<file path="src/rtl/rv_mem_pkg.sv">
// Shared owner tag and memory control codes for the unified-memory arbiter.
package rv_mem_pkg;

  typedef enum logic [1:0] {
    OWN_NONE = 2'd0,
    OWN_IF   = 2'd1,
    OWN_D    = 2'd2
  } owner_e;

  localparam logic [2:0] CTRL_NONE = 3'b000;
  localparam logic [2:0] CTRL_B    = 3'b001;
  localparam logic [2:0] CTRL_H    = 3'b010;
  localparam logic [2:0] CTRL_D    = 3'b011;
  localparam logic [2:0] CTRL_W    = 3'b100;
  localparam logic [2:0] CTRL_BU   = 3'b101;
  localparam logic [2:0] CTRL_HU   = 3'b110;
  localparam logic [2:0] CTRL_WU   = 3'b111;

  // A data request that asks to read and write at once cannot be issued.
  function automatic logic is_illegal(input logic [2:0] rd_ctrl, input logic [2:0] wr_ctrl);
    return (rd_ctrl != CTRL_NONE) && (wr_ctrl != CTRL_NONE);
  endfunction

endpackage

</file>
<file path="src/rtl/rv_mem_prio_sel.sv">
// Data-over-fetch grant selection; a waiting fetch wins once the data streak
// reaches MAX_D_STREAK.
module rv_mem_prio_sel
  import rv_mem_pkg::*;
#(
  parameter int MAX_D_STREAK = 4,
  parameter int CNT_W        = 3
) (
  input  logic             i_if_req,
  input  logic             i_d_req,
  input  logic [CNT_W-1:0] i_streak,
  output logic             o_gnt_if,
  output logic             o_gnt_d,
  output logic [CNT_W-1:0] o_streak_nxt
);

  logic w_sat;

  assign w_sat = (i_streak >= CNT_W'(MAX_D_STREAK));

  always_comb begin
    o_gnt_d      = i_d_req && !(i_if_req && w_sat);
    o_gnt_if     = i_if_req && !o_gnt_d;
    o_streak_nxt = '0;
    // Only data grants that make a fetch wait extend the streak; w_sat is
    // false here, so the count can never pass MAX_D_STREAK.
    if (i_if_req && o_gnt_d) begin
      o_streak_nxt = i_streak + CNT_W'(1);
    end
  end

endmodule

</file>
<file path="src/rtl/rv_mem_arbiter.sv">
// Unified-memory arbiter: one synchronous single-port memory shared by the
// instruction-fetch and data ports, with read responses routed back by owner.
module rv_mem_arbiter
  import rv_mem_pkg::*;
#(
  parameter int ADDR_W       = 64,
  parameter int MAX_D_STREAK = 4,
  parameter int CNT_W        = 3
) (
  input  logic              i_clk,
  input  logic              i_rst,
  input  logic              i_if_req,
  input  logic [ADDR_W-1:0] i_if_addr,
  output logic              o_if_gnt,
  output logic              o_if_rvalid,
  output logic [31:0]       o_if_rdata,
  input  logic              i_d_req,
  input  logic [ADDR_W-1:0] i_d_addr,
  input  logic [2:0]        i_d_rd_ctrl,
  input  logic [2:0]        i_d_wr_ctrl,
  input  logic [63:0]       i_d_wdata,
  output logic              o_d_gnt,
  output logic              o_d_rvalid,
  output logic [63:0]       o_d_rdata,
  output logic              o_d_err,
  output logic [ADDR_W-1:0] o_m_addr,
  output logic [2:0]        o_m_rd_ctrl,
  output logic [2:0]        o_m_wr_ctrl,
  output logic [63:0]       o_m_wdata,
  input  logic [63:0]       i_m_rdata
);

  logic [CNT_W-1:0] r_streak;
  logic [CNT_W-1:0] w_streak_nxt;
  owner_e           r_owner;
  owner_e           w_owner_nxt;
  logic             r_if_hi;
  logic             w_gnt_if;
  logic             w_gnt_d;
  logic             w_d_illegal;
  logic             w_d_read;
  logic             w_unused_addr;

  rv_mem_prio_sel #(
    .MAX_D_STREAK (MAX_D_STREAK),
    .CNT_W        (CNT_W)
  ) u_prio_sel (
    .i_if_req     (i_if_req),
    .i_d_req      (i_d_req),
    .i_streak     (r_streak),
    .o_gnt_if     (w_gnt_if),
    .o_gnt_d      (w_gnt_d),
    .o_streak_nxt (w_streak_nxt)
  );

  // Fetches are always word aligned; the low byte-offset bits carry nothing.
  assign w_unused_addr = ^i_if_addr[1:0];

  assign w_d_illegal = is_illegal(i_d_rd_ctrl, i_d_wr_ctrl);
  assign w_d_read    = (i_d_rd_ctrl != CTRL_NONE) && !w_d_illegal;

  assign o_if_gnt = w_gnt_if && !i_rst;
  assign o_d_gnt  = w_gnt_d && !i_rst;
  assign o_d_err  = o_d_gnt && w_d_illegal;

  always_comb begin
    o_m_addr    = '0;
    o_m_rd_ctrl = CTRL_NONE;
    o_m_wr_ctrl = CTRL_NONE;
    o_m_wdata   = '0;
    w_owner_nxt = OWN_NONE;
    if (o_d_gnt) begin
      o_m_addr  = i_d_addr;
      o_m_wdata = i_d_wdata;
      if (!w_d_illegal) begin
        o_m_rd_ctrl = i_d_rd_ctrl;
        o_m_wr_ctrl = i_d_wr_ctrl;
      end
      if (w_d_read) begin
        w_owner_nxt = OWN_D;
      end
    end else if (o_if_gnt) begin
      o_m_addr    = {i_if_addr[ADDR_W-1:3], 3'b000};
      o_m_rd_ctrl = CTRL_D;
      w_owner_nxt = OWN_IF;
    end
  end

  always_ff @(posedge i_clk) begin
    if (i_rst) begin
      r_streak <= '0;
      r_owner  <= OWN_NONE;
      r_if_hi  <= 1'b0;
    end else begin
      r_streak <= w_streak_nxt;
      r_owner  <= w_owner_nxt;
      if (w_gnt_if) begin
        r_if_hi <= i_if_addr[2];
      end
    end
  end

  // Gating with i_rst drops a response that was in flight when reset hit.
  assign o_if_rvalid = !i_rst && (r_owner == OWN_IF);
  assign o_if_rdata  = r_if_hi ? i_m_rdata[63:32] : i_m_rdata[31:0];
  assign o_d_rvalid  = !i_rst && (r_owner == OWN_D);
  assign o_d_rdata   = i_m_rdata;

endmodule

</file>
<file path="config.mk">
export PLATFORM = sky130hd
export DESIGN_NAME = rv_mem_arbiter
export DESIGN_NICKNAME = d
export VERILOG_FILES = /design/src/rtl/rv_mem_pkg.sv /design/src/rtl/rv_mem_prio_sel.sv /design/src/rtl/rv_mem_arbiter.sv
export SDC_FILE = /design/constraint.sdc
export NUM_CORES = 1
export LEC_CHECK = 0
export ABC_CLOCK_PERIOD_IN_PS = 2600
export CORE_AREA = 4 4 192 194
export DETAILED_ROUTE_END_ITERATION = 10
export DIE_AREA = 0 0 196 198
export HOLD_SLACK_MARGIN = 0.05
export SLEW_MARGIN = 30
export SYNTH_ARGS = -nofsm -noshare
export SYNTH_HDL_FRONTEND = slang
export SYNTH_SLANG_ARGS = --single-unit
</file>
<file path="constraint.sdc">
create_clock -name i_clk -period 2.6 [get_ports i_clk]
set_input_delay 0.26 -clock i_clk [delete_from_list [all_inputs] [get_ports i_clk]]
set_output_delay 0.26 -clock i_clk [all_outputs]
set_load 0.01 [all_outputs]
</file>
; ---- Word-level counts from Yosys, hierarchy flattened
; Cells that the tools add are included.
[totals]
regBits = 6
in_bits = 266
output_inout_bits = 235
word_cells = 38
[classes]
add_sub_neg = 1
magnitude_cmp = 1
eq_ne = 2
mux = 12
bitwise_logic = 1
reduce_logical = 18
[op_table]
columns = cell, n
row1 = 64-bit 2-to-1 mux, 3
row2 = 32-bit 2-to-1 mux, 1
row3 = 3-bit 2-to-1 mux, 4
row4 = 1-bit logical AND, 11
row5 = 2-bit 2-to-1 mux, 3
row6 = 3-bit nonzero test, 2
row7 = 1-bit logical NOT, 4
row8 = 3-bit by 1-bit adder with 3-bit output (second input constant), 1
row9 = 3-bit >= comparator (second input constant), 1
row10 = 2-bit by 1-bit equality test with 1-bit output (second input constant), 1
row11 = 2-bit equality test (second input constant), 1
row12 = 2-bit OR reduction, 1
row13 = 1-bit 2-to-1 mux, 1
row14 = 1-bit NOT, 1

; ---- Longest topological paths before layout
[depth]
word_depth = 9
ltp_mapped = 5
mapped_depth_nobuf = 3

; ---- Modules after synthesis
; Synthesis repeated with hierarchy kept, for this count alone.
[unflattened]
cells_unflattened = 284
area_unflattened_um2 = 2507.4
[modules_own_cells]
columns = mod, instances, cells_each, area_per_inst_um2, seq_area_each_um2
row1 = rv_mem_arbiter, 1, 277, 2446.1, 120.1
row2 = rv_mem_prio_sel, 1, 7, 61.3, 0.0

; ---- Least setup slack after synthesis
; Ideal clock, no wire load.
[synth_path]
kind = register to output
start = register r_streak[2]
end = output o_m_addr[12]
t_arrival_ps = 1194
t_required_ps = 2340
setup_slack_ps = 1146
stages_incl_launch_ff = 5
path_buffers = 2
path_cell_list = dfxtp_1 a211oi_2 buf_2 buf_2 a22o_1
[synth_via]
elab_chain_cells = 9
word_cells_on_any_way = 10
classes_between = order compare (1) / mux (2) / reduce/logical (7)
[synth_rtl]
columns = item, line_no
row1 = start: declaration, rv_mem_arbiter.sv:33  ; logic [CNT_W-1:0] r_streak;
row2 = start signal: assignment, rv_mem_arbiter.sv:95  ; r_streak <= w_streak_nxt;
row3 = 3-bit >= comparator *, rv_mem_prio_sel.sv:19  ; assign w_sat = (i_streak >= CNT_W'(MAX_D_STREAK));
row4 = 1-bit logical AND *, rv_mem_prio_sel.sv:22  ; o_gnt_d = i_d_req && !(i_if_req && w_sat);
row5 = 1-bit logical NOT *, rv_mem_prio_sel.sv:22
row6 = 1-bit logical AND *, rv_mem_prio_sel.sv:22
row7 = 1-bit logical NOT, rv_mem_prio_sel.sv:23  ; o_gnt_if = i_if_req && !o_gnt_d;
row8 = 1-bit logical AND, rv_mem_prio_sel.sv:23
row9 = 1-bit logical AND, rv_mem_arbiter.sv:62  ; assign o_if_gnt = w_gnt_if && !i_rst;
row10 = 64-bit 2-to-1 mux, rv_mem_arbiter.sv:82  ; end else if (o_if_gnt) begin
row11 = 64-bit 2-to-1 mux *, rv_mem_arbiter.sv:72  ; if (o_d_gnt) begin
row12 = end: declaration, rv_mem_arbiter.sv:26  ; output logic [ADDR_W-1:0] o_m_addr,
; Every way passes the cells marked *; elsewhere a longest branch is shown, timed or not.

; ---- Final worst setup path
[layout_path]
start = input i_rst
end = output o_m_addr[20]
[layout_via]
elab_chain_cells = 4
word_cells_on_any_way = 5
classes_between = mux (2) / reduce/logical (3)
[layout_rtl]
columns = item, line_no
row1 = start: declaration, rv_mem_arbiter.sv:11  ; input logic i_rst,
row2 = 1-bit logical NOT *, "rv_mem_arbiter.sv:62, rv_mem_arbiter.sv:63"
row3 = 1-bit logical AND, rv_mem_arbiter.sv:62
row4 = 64-bit 2-to-1 mux, rv_mem_arbiter.sv:82
row5 = 64-bit 2-to-1 mux *, rv_mem_arbiter.sv:72
; Marked as above.

==> out/qor.yml <==
cp_cell_sequence: "clkdlybuf4s50_1, buf_4, nor3_4, buf_12, buf_12, buf_4, a22o_1, clkdlybuf4s50_1"
grt_max_degree: 37
synth_area_um2: 2252
synthDominantCellAreaShare: 0.2372
fin_worst_skew_ns: 0.0006563
async_flop_share: 0
status: "finished, final reports clean"
drt_iter0_drc: 95
dieWidth_um: 196
drt_wl_total_um: 18620
nets: 987
setup_viol: 0
clk_path_buf_depth: 2
swShare: 0.2838
timing.fmax_mhz: 400.9
die_h_um: 198
crit_fanout: 17
dp_hpwl_um: 16390
use_met3: 0.02859
drtPass1Iterations: 4
use_met1: 0.07883
start_util: 0.06394
placed_area_um2: 7435
ant_nets: 0
p_int_mw: 1.088
stdcell_area_um2: 7596
num_rows: 69
yosys.area.top_type: "a22o_1"
instances_no_fill: 1179
ctsHtreeMaxLevel: 1
ys_seq_elements: 6
synth-seq-area-share: 0.05333
grt_pass1_vias: 3996
syn_to_final_growth_pct: 237.3
p_clk_frac: 0.161
slew_headroom: 0.8179
antenna_found_initial: 0
cp.required_ns: 2.34
die-area_um2: 38810
min_period_ns: 2.494
numCtsBuffers: 3
ys_top_cells_by_area: "a22o_1, buf_4, and2_1"
vias_per_cell: 3.233
ir_worst_vdd_uv: 128.5
synthCells: 280
grt_pass1_wl_um: 23920
cp-end-kind: "primary output"
clock_sinks: 6
wl_per_cell_um: 15.79
syn_nets: 547
synth_cell_type_count: 23
cts.clk_slew.worst_paths_ns: 0.03
drive_gt1_frac: 0.09471
io_buffers: 498
synth-main-ff-cell: "dfxtp_1"
pwr-share-comb: 0.776
hold_viol_final: 0
grt_busiest_layer: "met2"
gp_congestion: 0.8048
critical_path_class: "primary input to primary output"
drc_errors: 0
slew_violations: 0
seqPwrFrac: 0.064
finalCritPeriodShare: 0.9594
cts_root_buf: "clkbuf_16"
max-cap-violations: 0
grtUsageMet2: 0.1579
num_io_pins: 501
grt-ovfl-total: 0
fin_hold_ws_ns: 0.4407
worst_slew_pin_slew_ns: 0.2711
switchingPower_mw: 0.4311
start_kind: "primary input"
synth_edf_count: 0
ys_warn_count: 0
critPathSlowestCell: "clkdlybuf4s50_1"
syn_avg_cell_area_um2: 8.043
cpPeakStageDelay_ns: 0.54
crit_arrival_ns: 2.23
core_um2: 35220
holdCritPathClass: "flop to flop"
insertion_delay_ns: 0.22
power_density_nw_per_um2: 200.0
leakagePower_nw: 2.779
synth_most_common_cell: "and2_1"
ctsHoldBuffers: 0
antenna_cells: 0
synthTopCellsByCount: "and2_1, buf_4, a22o_1, mux2_2, buf_2"
dp.cells: 1172
cts_tree: "built"
grt_usage: 0.07919
vias: 3812
## kinds of logic (layout without fill, tap and decap cells)
group | after synthesis | in the layout | synth area share
compound gates | 66 | 66 | 0.2550
fa+ha+maj | 1 | 1 | 0.005555
buf+inv | 91 | 529 | 0.2861
flops | 6 | 6 | 0.05334
mux | 32 | 32 | 0.1600
simple gates | 84 | 84 | 0.2400
## final cells by class
| cell class | count | area (µm²) |
|---|---|---|
| inverter | 2 | 7.507 |
| clock buffer | 3 | 75.07 |
| sequential | 6 | 120.1 |
| tap | 461 | 576.8 |
| fill | 3870 | 27630 |
| timing repair buffer | 524 | 5319 |
| multi-input combinational | 183 | 1498 |
## per-stage QoR
step | TNS [ns] | setup WS [ns] | power, mW | util
after floorplan | 0 | 1.146 | 0.4642 | -
after detailed placement | -0.02527 | -0.02332 | 1.272 | 0.2111
after global routing | -0.01605 | -0.009918 | 1.599 | 0.2157
final | 0 | 0.1055 | 1.519 | 0.2157
after CTS | 0 | 0.008474 | 1.523 | 0.2130
after global placement | -0.03488 | -0.03024 | 1.267 | 0.2111
## routing by layer
| metal | vias up | routed length [µm] |
|---|---|---|
| met1 | 1681 | 6232 |
| met4 | 0 | 269 |
| li1 | 1818 | - |
| met3 | 12 | 2245 |
| met5 | - | 0 |
| met2 | 301 | 9873 |
## sequential cells by signal, summed over array words and instances, names as in the netlist
register and flops:
r_owner 2, r_if_hi 1, r_streak 3
## worst paths after layout
kind | slack [ns] | from | endpoint | depth (start not counted)
worst min register to register | 0.44 | r_streak[0]$_SDFF_PP0_ | r_streak[0]$_SDFF_PP0_ | 1
worst max-delay path | 0.11 | i_rst | o_m_addr[20] | 8
worst min-delay path | 0.44 | r_streak[0]$_SDFF_PP0_ | r_streak[0]$_SDFF_PP0_ | 1
worst max register to register | 1.41 | r_streak[2]$_SDFF_PP0_ | r_streak[0]$_SDFF_PP0_ | 4
## worst max-delay path: cells and delay by family
| family | cells | cell delay [ns] |
|---|---|---|
| compound gates | 1 | 0.13 |
| simple gates | 1 | 0.21 |
| buf+inv | 6 | 1.63 |
## power groups by stage
stage | sequential, mW | combinational [mW] | clock [mW]
finish | 0.0965 | 1.18 | 0.244
global route | 0.0966 | 1.24 | 0.258
CTS | 0.0965 | 1.18 | 0.249
detailed placement | 0.0977 | 1.17 | 0
global placement | 0.0976 | 1.17 | 0
floorplan | 0.0970 | 0.367 | 0
## cell usage in the layout, fill, tap and decap left out, drive strengths merged, types with 2 or more instances in the layout
cell type,n
clkdlybuf4s50,496
a31o,2
clkbuf,5
buf,25
a22o,61
and2,67
and3,6
inv,2
nor3,4
dfxtp,6
nor3b,4
mux2,32
## what timing repair did
item	4_1_cts	5_1_grt
endpoints found under the hold margin	0	0
gates resized for setup	0	3
cloned	0	2
setup buffers	0	3
setup endpoints to repair	2	39
pin swaps	0	2
Power figures use the tool's default switching activity.
